<file path="src/rtl/alu_iter.sv">
// ---------------------------------------------------------------------------
// alu_iter -- iterative unsigned ALU: add, sub, mul, div and mod.
//
// Add, sub, illegal opcodes and divide-by-zero finish in one cycle. Mul runs a
// shift-add loop and div/mod run a restoring-division loop; each loop takes
// WIDTH cycles. A valid/ready handshake sits on each side. The result holds
// until the consumer accepts it, and the next request is taken only after that.
//
// Optional feature: define ALU_ITER_MUL_HI_EN to drive the upper half of the
// product on result_hi_o. Without it result_hi_o is tied to 0.
//
// Ports
//   clk_i        clock, rising edge
//   rst_ni       synchronous active-low reset
//   valid_i      request valid; taken when ready_o is high
//   ready_o      high only while idle
//   data0_i      operand A (unsigned, WIDTH bits)
//   data1_i      operand B (unsigned, WIDTH bits)
//   ctrl_i       opcode 0 add, 1 sub, 2 mul, 3 div, 4 mod; others illegal
//   valid_o      result valid; held until ready_i
//   ready_i      consumer accepts the result
//   result_o     primary result (0 while valid_o is low)
//   result_hi_o  upper product half for mul (ALU_ITER_MUL_HI_EN only)
//   carry_o      add carry-out / sub borrow
//   zero_o       result_o == 0
//   div0_o       div/mod by zero
//   err_o        illegal opcode
// ---------------------------------------------------------------------------
module alu_iter #(
    parameter int WIDTH = 8
) (
    input  logic             clk_i,
    input  logic             rst_ni,
    input  logic             valid_i,
    output logic             ready_o,
    input  logic [WIDTH-1:0] data0_i,
    input  logic [WIDTH-1:0] data1_i,
    input  logic [3:0]       ctrl_i,
    output logic             valid_o,
    input  logic             ready_i,
    output logic [WIDTH-1:0] result_o,
    output logic [WIDTH-1:0] result_hi_o,
    output logic             carry_o,
    output logic             zero_o,
    output logic             div0_o,
    output logic             err_o
);

    localparam logic [3:0] OP_ADD = 4'b0000;
    localparam logic [3:0] OP_SUB = 4'b0001;
    localparam logic [3:0] OP_MUL = 4'b0010;
    localparam logic [3:0] OP_DIV = 4'b0011;
    localparam logic [3:0] OP_MOD = 4'b0100;
    localparam int         CW     = $clog2(WIDTH);

    typedef enum logic [1:0] {IDLE, CALC, DONE} state_t;

    state_t            state_q, state_d;
    logic [WIDTH-1:0]  a_q, a_d;      // multiplicand
    logic [WIDTH-1:0]  b_q, b_d;      // divisor
    logic [3:0]        op_q, op_d;
    // Shared iteration pair: mul {partial product hi, multiplier/low product},
    // div {partial remainder, dividend shifting out / quotient shifting in}.
    logic [WIDTH-1:0]  hi_q, hi_d;
    logic [WIDTH-1:0]  lo_q, lo_d;
    logic [CW-1:0]     cnt_q, cnt_d;

    logic [WIDTH-1:0]  res_q, res_d;
    logic              carry_q, carry_d;
    logic              zero_q, zero_d;
    logic              div0_q, div0_d;
    logic              err_q, err_d;
`ifdef ALU_ITER_MUL_HI_EN
    logic [WIDTH-1:0]  res_hi_q, res_hi_d;
`endif

    // Single-cycle operations, evaluated on the incoming operands.
    logic [WIDTH:0]    add_sum;
    logic [WIDTH-1:0]  sub_diff;
    assign add_sum  = {1'b0, data0_i} + {1'b0, data1_i};
    assign sub_diff = data0_i - data1_i;

    // One shift-add step: add A when the current multiplier bit is set, then
    // shift the whole {hi, lo} pair right by one.
    logic [WIDTH:0]    mul_sum;
    logic [WIDTH-1:0]  mul_hi_n, mul_lo_n;
    assign mul_sum  = {1'b0, hi_q} + (lo_q[0] ? {1'b0, a_q} : '0);
    assign mul_hi_n = mul_sum[WIDTH:1];
    assign mul_lo_n = {mul_sum[0], lo_q[WIDTH-1:1]};

    // One restoring-division step. Remainder < B, so the shifted value is
    // below 2*B and fits in WIDTH+1 bits.
    logic [WIDTH:0]    div_sh, div_diff;
    logic              div_ge;
    logic [WIDTH-1:0]  div_r_n, div_q_n;
    assign div_sh   = {hi_q, lo_q[WIDTH-1]};
    assign div_diff = div_sh - {1'b0, b_q};
    assign div_ge   = (div_sh >= {1'b0, b_q});
    assign div_r_n  = div_ge ? div_diff[WIDTH-1:0] : div_sh[WIDTH-1:0];
    assign div_q_n  = {lo_q[WIDTH-2:0], div_ge};

    logic last;
    assign last = (cnt_q == CW'(WIDTH - 1));

    always_comb begin
        state_d = state_q;
        a_d     = a_q;
        b_d     = b_q;
        op_d    = op_q;
        hi_d    = hi_q;
        lo_d    = lo_q;
        cnt_d   = cnt_q;
        res_d   = res_q;
        carry_d = carry_q;
        zero_d  = zero_q;
        div0_d  = div0_q;
        err_d   = err_q;
`ifdef ALU_ITER_MUL_HI_EN
        res_hi_d = res_hi_q;
`endif
        unique case (state_q)
            IDLE: begin
                // Output registers are already 0 here, so only the fields an
                // opcode sets need to be written.
                if (valid_i) begin
                    a_d     = data0_i;
                    b_d     = data1_i;
                    op_d    = ctrl_i;
                    hi_d    = '0;
                    lo_d    = (ctrl_i == OP_MUL) ? data1_i : data0_i;
                    cnt_d   = '0;
                    state_d = DONE;
                    case (ctrl_i)
                        OP_ADD: begin
                            res_d   = add_sum[WIDTH-1:0];
                            carry_d = add_sum[WIDTH];
                        end
                        OP_SUB: begin
                            res_d   = sub_diff;
                            carry_d = (data0_i < data1_i);
                        end
                        OP_MUL: state_d = CALC;
                        OP_DIV, OP_MOD: begin
                            if (data1_i == '0) begin
                                div0_d = 1'b1;
                                res_d  = (ctrl_i == OP_DIV) ? '1 : data0_i;
                            end else begin
                                state_d = CALC;
                            end
                        end
                        default: begin
                            err_d = 1'b1;
                            res_d = '0;
                        end
                    endcase
                    zero_d = (state_d == DONE) && (res_d == '0);
                end
            end
            CALC: begin
                cnt_d = cnt_q + CW'(1);
                if (op_q == OP_MUL) begin
                    hi_d = mul_hi_n;
                    lo_d = mul_lo_n;
                end else begin
                    hi_d = div_r_n;
                    lo_d = div_q_n;
                end
                if (last) begin
                    state_d = DONE;
                    case (op_q)
                        OP_MUL: begin
                            res_d = mul_lo_n;
`ifdef ALU_ITER_MUL_HI_EN
                            res_hi_d = mul_hi_n;
`endif
                        end
                        OP_DIV:  res_d = div_q_n;
                        default: res_d = div_r_n;
                    endcase
                    zero_d = (res_d == '0);
                end
            end
            DONE: begin
                if (ready_i) begin
                    state_d = IDLE;
                    res_d   = '0;
                    carry_d = 1'b0;
                    zero_d  = 1'b0;
                    div0_d  = 1'b0;
                    err_d   = 1'b0;
`ifdef ALU_ITER_MUL_HI_EN
                    res_hi_d = '0;
`endif
                end
            end
            default: state_d = IDLE;
        endcase
    end

    always_ff @(posedge clk_i) begin
        if (!rst_ni) begin
            state_q <= IDLE;
            a_q     <= '0;
            b_q     <= '0;
            op_q    <= '0;
            hi_q    <= '0;
            lo_q    <= '0;
            cnt_q   <= '0;
            res_q   <= '0;
            carry_q <= 1'b0;
            zero_q  <= 1'b0;
            div0_q  <= 1'b0;
            err_q   <= 1'b0;
`ifdef ALU_ITER_MUL_HI_EN
            res_hi_q <= '0;
`endif
        end else begin
            state_q <= state_d;
            a_q     <= a_d;
            b_q     <= b_d;
            op_q    <= op_d;
            hi_q    <= hi_d;
            lo_q    <= lo_d;
            cnt_q   <= cnt_d;
            res_q   <= res_d;
            carry_q <= carry_d;
            zero_q  <= zero_d;
            div0_q  <= div0_d;
            err_q   <= err_d;
`ifdef ALU_ITER_MUL_HI_EN
            res_hi_q <= res_hi_d;
`endif
        end
    end

    assign ready_o  = (state_q == IDLE);
    assign valid_o  = (state_q == DONE);
    assign result_o = res_q;
    assign carry_o  = carry_q;
    assign zero_o   = zero_q;
    assign div0_o   = div0_q;
    assign err_o    = err_q;
`ifdef ALU_ITER_MUL_HI_EN
    assign result_hi_o = res_hi_q;
`else
    assign result_hi_o = '0;
`endif

endmodule

</file>
<file path="config.mk">
export PLATFORM = sky130hd
export DESIGN_NAME = alu_iter
export DESIGN_NICKNAME = d
export VERILOG_FILES = /design/src/rtl/alu_iter.sv
export SDC_FILE = /design/constraint.sdc
export NUM_CORES = 1
export LEC_CHECK = 0
export ABC_AREA = 0
export CORE_ASPECT_RATIO = 0.8
export CORE_UTILIZATION = 60
export CTS_BUF_LIST = sky130_fd_sc_hd__clkbuf_8
export CTS_CLUSTER_SIZE = 8
export DETAILED_ROUTE_END_ITERATION = 16
export GPL_TIMING_DRIVEN = 1
export PLACE_DENSITY = 0.87
export SLEW_MARGIN = 40
export SYNTH_ARGS = -nofsm -noshare
export SYNTH_HDL_FRONTEND = slang
export SYNTH_SLANG_ARGS = --single-unit
export TNS_END_PERCENT = 20
</file>
<file path="constraint.sdc">
create_clock -name clk_i -period 2.7 [get_ports clk_i]
set_clock_uncertainty 0.05 [all_clocks]
set_input_delay 0.27 -clock clk_i [delete_from_list [all_inputs] [get_ports clk_i]]
set_output_delay 0.27 -clock clk_i [all_outputs]
set_load 0.005 [all_outputs]
</file>
# Word-level counts from Yosys, hierarchy flattened
# Index checks and enable logic that the tools add are counted.
dict set report totals {
  inputBits 24
  wordCells 99
  ff_bits 53
  out_inout_bits 22
}
dict set report classes {
  eq_ne 17
  order_cmp 2
  muxes 45
  reduce_logical 18
  add_sub_neg 5
}
# op count
set ops {}
lappend ops {{8-bit 2-to-1 mux} 16}
lappend ops {{8-bit one-hot mux with 2 select lines} 3}
lappend ops {{8-bit one-hot mux with 4 select lines} 1}
lappend ops {{8-bit zero test} 3}
lappend ops {{8-bit one-hot mux with 3 select lines} 1}
lappend ops {{8-bit by 8-bit adder with 9-bit output} 2}
lappend ops {{4-bit by 2-bit == test with 1-bit output, second input constant} 4}
lappend ops {{8-bit subtractor} 2}
lappend ops {{2-bit 2-to-1 mux} 6}
lappend ops {{4-bit AND reduction} 3}
lappend ops {{9-bit by 8-bit >= comparator with 1-bit output} 1}
lappend ops {{1-bit 2-to-1 mux} 9}
lappend ops {{8-bit < comparator} 1}
lappend ops {{1-bit one-hot mux with 2 select lines} 4}
lappend ops {{2-bit by 1-bit != test with 1-bit output, second input constant} 3}
lappend ops {{2-bit != test, second input constant} 3}
lappend ops {{2-bit one-hot mux with 3 select lines} 1}
lappend ops {{3-bit one-hot mux with 2 select lines} 1}
lappend ops {{5-bit AND reduction} 1}
lappend ops {{5-bit OR reduction} 1}
lappend ops {{2-bit == test, second input constant} 2}
lappend ops {{4-bit by 1-bit == test with 1-bit output, second input constant} 1}
lappend ops {{4-bit by 3-bit == test with 1-bit output, second input constant} 1}
lappend ops {{4-bit zero test} 1}
lappend ops {{14 further kinds} 16}

# Logic depth before layout (Yosys ltp)
# Gate-level depths: netlist of run 1.
dict set report depth {
  depth_word 10
  mapped_depth 13
  ltp_nobuf 12
}

# Worst setup path before layout of run 1
# OpenSTA, ideal clock, no wires.
dict set report synth_timing {
  path_kind {reg-to-reg}
  start {register lo_q[7]}
  end {register hi_q[6]}
  path_slack_ps 277
  path_stages_with_launch 13
  setup_ps 117
  synth_period_minus_slack_ps 2423
  t_required_ps 2533
  n_path_buf 0
  arrival_time_ps 2256
  cell_sequence {dfxtp_1 > inv_1 > ha_1 > inv_1 > fa_1 > a211oi_1 > o21bai_1 > a21oi_1 > xnor2_1 > mux2_2 > a32o_1 > a31oi_1 > nor2b_1}
}
dict set report synth_between {
  elab_chain_len 4
  elab_cells_between_ends 5
  classes_between {add/sub: 1; order compare: 1; mux: 3}
}
# item line_no
set synth_rtl {}
lappend synth_rtl {{start, declared} 65} ;# logic [WIDTH-1:0] lo_q, lo_d;
lappend synth_rtl {{start signal, assigned} 223} ;# lo_q <= lo_d;
lappend synth_rtl {{8-bit subtractor / 9-bit by 8-bit >= comparator with 1-bit output (equally long branches)} {97, 98}}
lappend synth_rtl {{8-bit 2-to-1 mux (*)} 99} ;# assign div_r_n = div_ge ? div_diff[WIDTH-1:0] : div_sh[WIDTH-1:0];
lappend synth_rtl {{8-bit 2-to-1 mux (*)} 161} ;# if (op_q == OP_MUL) begin
lappend synth_rtl {{8-bit one-hot mux with 2 select lines (*)} 121} ;# unique case (state_q)
lappend synth_rtl {{end signal, assigned} 222} ;# hi_q <= hi_d;
lappend synth_rtl {{end, declared} 64} ;# logic [WIDTH-1:0] hi_q, hi_d;
# Mark *: on every way between the ends. The rest lies on a longest branch, timed or not.
# A chain may end at the register's enable or synchronous reset.

# Worst setup path after layout of run 1
dict set report layout_timing {
  start {register b_q[6]}
  end {register zero_q, in the netlist zero_o}
}
dict set report layout_between {
  elab_chain_len 8
  elab_cells_between_ends 9
  classes_between {add/sub: 1; order compare: 1; mux: 6; reduce/logical: 1}
}
# item line_no
set layout_rtl {}
lappend layout_rtl {{start, declared} 60} ;# logic [WIDTH-1:0] b_q, b_d;
lappend layout_rtl {{start signal, assigned} 204} ;# b_q <= '0;
lappend layout_rtl {{start signal, assigned} 220} ;# b_q <= b_d;
lappend layout_rtl {{8-bit subtractor / 9-bit by 8-bit >= comparator with 1-bit output (equally long branches)} {97, 98}}
lappend layout_rtl {{8-bit 2-to-1 mux} 99}
lappend layout_rtl {{8-bit one-hot mux with 2 select lines (*)} 170} ;# case (op_q)
lappend layout_rtl {{8-bit 2-to-1 mux (*)} 168} ;# if (last) begin
lappend layout_rtl {{8-bit 2-to-1 mux (*)} 121}
lappend layout_rtl {{8-bit zero test (*)} 180} ;# zero_d = (res_d == '0);
lappend layout_rtl {{1-bit 2-to-1 mux (*)} 168}
lappend layout_rtl {{1-bit one-hot mux with 3 select lines (*)} 121}
lappend layout_rtl {{end signal, assigned} 227} ;# zero_q <= zero_d;
lappend layout_rtl {{end, declared} 70} ;# logic zero_q, zero_d;
# Mark *: on every way between the ends. The rest lies on a longest branch, timed or not. The select of a mux whose other input is x is not followed.

==> impl_metrics.json, run 1 <==
{
  "status": "finished, final reports clean",
  "powerDensity_mw_per_mm2": 505,
  "ant_nets": 0,
  "die_w_um": 99.4,
  "clkSlewWorstSetupHoldPaths_ps": 110,
  "place_congestion": 0.947,
  "hold_buffers": 0,
  "grt_setup_unrepaired": "yes",
  "drtPass1Iterations": 5,
  "vdd_ir_drop_max_mv": 0.315,
  "drive_gt1_share_pct": 10.9,
  "die_height_um": 79.9,
  "path_cells": "inv_1 -> ha_1 -> and2_1 -> a2111oi_0 -> a21oi_1 -> a31o_2 -> a31oi_1 -> nor2_1 -> a31oi_1 -> o31ai_2",
  "port_buffers": 37,
  "clock_latency_ps": 320,
  "yosys.area_share.adder_pct": 11.9,
  "overflow": 0,
  "crit_buf_inv": 1,
  "synthMuxAreaShare_pct": 3.33,
  "critPathTopFamily": "compound AO/OA/AOI/OAI gates",
  "crit_slowest_cell": "a2111oi_0",
  "synth_cell_types": 65,
  "syn_avg_cell_area_um2": 7.52,
  "async_flop_share_pct": 0,
  "finalHoldViolCount": 0,
  "crit_path_max_fanout": 6,
  "start_util_pct": 61.9,
  "critical-path-max-stage-delay_ps": 450,
  "required_ps": 2860,
  "p_leak_nw": 2.19,
  "cts_tree": "built",
  "place_hpwl_mm": 10.3,
  "critPathCaptureType": "flop",
  "maxSlewViolCount": 0,
  "final_cell_mix": "nand2_1, dfxtp_1, buf_4, a21oi_1, clkdlybuf4s50_1",
  "grt_max_degree": 30,
  "cts_inserted_buffers": 5,
  "dominantRegCellSynth": "dfxtp_1",
  "cts.sinks": 53,
  "via_count": 4637,
  "syn_area_mm2": 0.00455,
  "critPathLaunchType": "flop",
  "worst_slew_pin_slew_ps": 719,
  "mostFrequentLayoutCell": "nand2_1",
  "setup_viol": 0,
  "fmax_mhz": 384,
  "crit_type": "reg2reg",
  "synthCells": 605,
  "drcViolationCount": 0,
  "cap_violations": 0,
  "synth_edf_count": 0,
  "synth_compound_area_share_pct": 28.5,
  "grt_pass1_wl_mm": 21.3,
  "clk_path_buf_depth": 2,
  "grt_usage_pct": 34.1,
  "fill_cells": 607,
  "dieArea_mm2": 0.00794,
  "synth-seq-area-share_pct": 23.3,
  "antenna_found_initial": 0,
  "min_period_ps": 2610,
  "min_period_over_period_pct": 96.6,
  "wirelength_mm": 13.2,
  "dr.first_iter.drc_count": 383,
  "cpMostUsedCell": "a31oi_1",
  "core_mm2": 0.00736,
  "yosysWarnings": 0,
  "synth_top_family_by_area": "compound AO/OA/AOI/OAI gates",
  "rows": 28,
  "synth-simple-area-share_pct": 22.7,
  "clock-root-buffer": "clkbuf_8",
  "utilization_pct": 72.6,
  "via_per_inst": 6.19,
  "grt_pass1_vias": 4269,
  "totalPowerFinal_mw": 2.70,
  "avgRoutedWirePerCell_um": 17.6,
  "yosys.area_share.xor_xnor_pct": 2.89,
  "cts_max_level": 2,
  "min_path_type": "reg2reg",
  "ys_ff_latch": 53,
  "cp.arrival_ps": 2770,
  "antenna_cells": 0,
  "syn_to_final_growth_pct": 17.3,
  "ios": 46,
  "max_slew_margin_pct": 51.9,
  "fin_nets": 723
}
==> metal layers <==
metal  track usage (%)  part of all wire (%)  vias to the layer above
li1                  -                     -                     2231
met1              48.2                    45                     2155
met2              56.2                    46                      232
met3              4.29                   8.0                       19
met4              6.03                   1.3                        0
met5                 0                     0                        -
==> worst reg2reg max path: stages, from the launching register on <==
cell and delay (ps):
dfxtp_1 350, inv_1 60, ha_1 360, and2_1 190, a2111oi_0 450, a21oi_1 80, a31o_2 270, a31oi_1 310
nor2_1 100, a31oi_1 190, o31ai_2 90
==> flip-flops by register name, summed over array words and instances, names as in the netlist <==
name / count
cnt_q: 3
div0_o: 1
hi_q: 8
zero_o: 1
err_o: 1
carry_o: 1
op_q: 4
b_q: 8
a_q: 8
state_q: 2
result_o: 8
lo_q: 8
==> logic make-up after synthesis <==
logic type                 count (synthesis)
AOI/OAI and AO/OA                        189
xor gates and xnor gates                  15
adders and majority gates                 41
buffers and inverters                     78
DFF                                       53
muxes                                     15
other                                      1
and+or+nand+nor                          213
==> area by class of cell <==
class	instances	area (um2)	area share, %
inverters	35	131	2.46
clock buffers	6	82.6	1.55
clock inverters	2	13.8	0.258
well taps	90	113	2.11
flip-flops and latches	53	1060	19.9
multi-input cells	481	3220	60.3
repair buffers	82	721	13.5
==> synth_stat cells, drive strengths merged, types with 2 or more instances <==
library cell  count  area [um2]
a32o              2        20.0
a211o             3        26.3
o21a              6        45.0
a21boi           25         191
nand2b            5        31.3
mux2i            14         140
o211ai            4        30.0
clkbuf           32         120
o21bai            6        45.0
a31o              2        17.5
xnor2            11        96.3
nand3             7        35.0
inv              35         131
and3              4        25.0
nand2            87         327
a2111oi           2        18.8
dfxtp            53        1060
a21o              2        15.0
a31oi             9        56.3
a211oi           19         148
o31a              2        17.5
nand3b            5        37.5
a221oi            5        62.6
xor2              4        35.0
a21oi            45         229
ha               37         463
nor2             36         135
nor3b             4        35.0
nor2b            35         219
buf              11        81.3
o221ai            2        17.5
or3               3        18.8
o21ai            32         160
a22oi             6        45.0
o31ai             4        35.0
or3b              2        17.5
nor3              6        30.0
nor4              5        31.3
a311oi            6        52.6
fa                4        80.1
and2             12        75.1
==> metrics by stage <==
stage / hold slack, ps / cells / setup TNS, ps / setup slack (ps) / instance area [um2]
after detailed placement: 406 / 741 / -819 / -231 / 5210
after global placement: 398 / 741 / -416 / -139 / 5210
after floorplan: 365 / 612 / 0 / 278 / 4580
final: 419 / 749 / 0 / 92.9 / 5340
after CTS: 420 / 749 / 0 / 2.36 / 5310
after global routing: 450 / 749 / -53.3 / -36.5 / 5340
==> power by group <==
part | leakage (nW) | switching (mW) | internal, mW | total (mW)
clock | 0.0512 | 0.289 | 0.209 | 0.498
combinational | 1.71 | 0.703 | 0.546 | 1.25
sequential | 0.433 | 0.0784 | 0.873 | 0.951
==> path summary, 6_finish.rpt <==
kind	startpoint	end	slack, ps	cells after the start
max reg2reg	b_q[6]	zero_o	90	10
min reg2reg	b_q[3]	b_q[3]	420	2
min	b_q[3]	b_q[3]	420	2
max	b_q[6]	zero_o	90	10
==> timing repair <==
item / in CTS / in global routing
buffers inserted: 0 / 0
setup endpoints to repair: 0 / 6
gates resized for setup: 0 / 6
(Power assumes the default switching activity.)
==> inputs of run 2 (changes only) <==
- PLACE_DENSITY: 0.87 -> 0.86
==> run 2 against run 1 <==
Sequential power about the same. Maximum frequency fell by 0.32%. Clock power shrank 2%. Die area unchanged. Critical endpoint is now hi_q[6].
==> impl_metrics.json, run 2 (synthesis gave the netlist of run 1 again) <==
{
  "via_per_inst": 6.35,
  "clkSlewWorstSetupHoldPaths_ps": 100,
  "hold_buffers": 0,
  "drtPass1Iterations": 5,
  "overflow": 0,
  "path_cells": "inv_2 -> ha_4 -> inv_1 -> fa_2 -> a211oi_2 -> o21bai_1 -> a21oi_2 -> xnor2_2 -> mux2_2 -> a32o_1 -> a31oi_1 -> nor2b_1",
  "vdd_ir_drop_max_mv": 0.279,
  "wirelength_mm": 13.1,
  "core_mm2": 0.00736,
  "rr_worst_depth": 12,
  "totalPowerFinal_mw": 2.71,
  "setup_viol": 0,
  "avgRoutedWirePerCell_um": 17.6,
  "dieArea_mm2": 0.00794,
  "start_util_pct": 61.9,
  "clock-root-buffer": "clkbuf_8",
  "cts_tree": "built",
  "grt_pass1_vias": 4282,
  "clk_path_buf_depth": 2,
  "crit_slowest_cell": "fa_2",
  "critPathCaptureType": "flop",
  "rows": 28,
  "critPathLaunchType": "flop",
  "worst_slew_pin_slew_ps": 711,
  "dr.first_iter.drc_count": 551,
  "finalHoldViolCount": 0,
  "max_slew_margin_pct": 52.5,
  "antenna_found_initial": 0,
  "clock_latency_ps": 320,
  "min_path_type": "reg2reg",
  "powerDensity_mw_per_mm2": 506,
  "cts_max_level": 2,
  "final_cells": 747,
  "maxSlewViolCount": 0,
  "cp.arrival_ps": 2780,
  "grt_max_degree": 43,
  "crit_path_max_fanout": 3,
  "seqCellArea_mm2": 0.00107,
  "fin_nets": 721,
  "min_period_ps": 2620,
  "cap_violations": 0,
  "die_height_um": 79.9,
  "min_period_over_period_pct": 96.9,
  "place_congestion": 1.01,
  "cts_inserted_buffers": 5,
  "drcViolationCount": 0,
  "hold_ws_ps": 425,
  "syn_to_final_growth_pct": 17.6,
  "p_leak_nw": 2.18,
  "required_ps": 2870,
  "cts.sinks": 53,
  "grt_usage_pct": 33.3,
  "ios": 46,
  "fmax_mhz": 382,
  "grt_pass1_wl_mm": 20.8,
  "grt_setup_unrepaired": "yes",
  "drive_gt1_share_pct": 11.3,
  "mostFrequentLayoutCell": "nand2_1",
  "status": "finished, final reports clean",
  "ant_nets": 0,
  "die_w_um": 99.4,
  "place_hpwl_mm": 10.3,
  "critical-path-max-stage-delay_ps": 410,
  "fill_cells": 585,
  "via_count": 4747,
  "worstHoldPathCells": 2,
  "dp_cells": 738,
  "final_cell_mix": "nand2_1, dfxtp_1, buf_4, a21oi_1, clkdlybuf4s50_1",
  "antenna_cells": 0,
  "port_buffers": 37,
  "crit_type": "reg2reg",
  "multi_input_comb_area_mm2": 0.00324
}
==> run 2: cell types whose count changed in the layout (fill, tap and decap cells not counted), sizes merged <==
cell,before,now
clkbuf,6,5
clkinvlp,0,2
buf,45,43
clkinv,2,0
inv,35,36
==> run 2: stage by stage <==
stage	TNS [ps]	util, %	cell area (um2)	worst slack, ps
2_1_floorplan	0	-	4580	278
3_3_place_gp	-419	70.6	5190	-137
3_5_place_dp	-902	70.6	5190	-228
4_1_cts	0	71.9	5290	4.96
5_1_grt	-75.3	72.8	5350	-44.7
6_report	0	72.8	5350	84.4
==> run 2: cell type report <==
cell class	instances	area share [%]
Sequential cell	53	19.9
Clock buffer	5	1.29
Timing Repair Buffer	80	13.2
Tap cell	90	2.10
Clock inverter	3	0.491
Inverter	35	2.45
Multi-Input combinational cell	481	60.6
==> run 2: final timing paths <==
path / from / end / slack (ps)
min: a_q[4] / a_q[4] / 420
max reg2reg: lo_q[7] / hi_q[6] / 80
max: lo_q[7] / hi_q[6] / 80
min reg2reg: a_q[4] / a_q[4] / 420
==> run 2: timing repair <==
item,4_1_cts,5_1_grt
gates cloned,0,0
pin swaps,0,7
buffers inserted,0,1
endpoints found under the setup margin,2,5
resized for setup,1,13
hold endpoints to repair,0,0
==> run 2: power by group <==
group	leakage, nW	internal, mW	switching [mW]	total [mW]
clock network	0.0423	0.189	0.297	0.487
logic	1.70	0.562	0.704	1.27
registers	0.435	0.873	0.0811	0.954
==> run 2: per-layer routing <==
metal,share of wire (%),global-route usage (%)
met5,0,0
met4,2.5,9.85
met3,11,6.30
met2,45,54.9
met1,41,44.2
==> run 2: critical path: cells and delay by family (launching register included) <==
family                     cells  cell delay (ps)
xor gates and xnor gates       1              100
muxes                          1              280
DFF                            1              340
and+or+nand+nor                1               60
buffers and inverters          2              130
adders and majority gates      2              550
AOI/OAI and AO/OA              5             1000
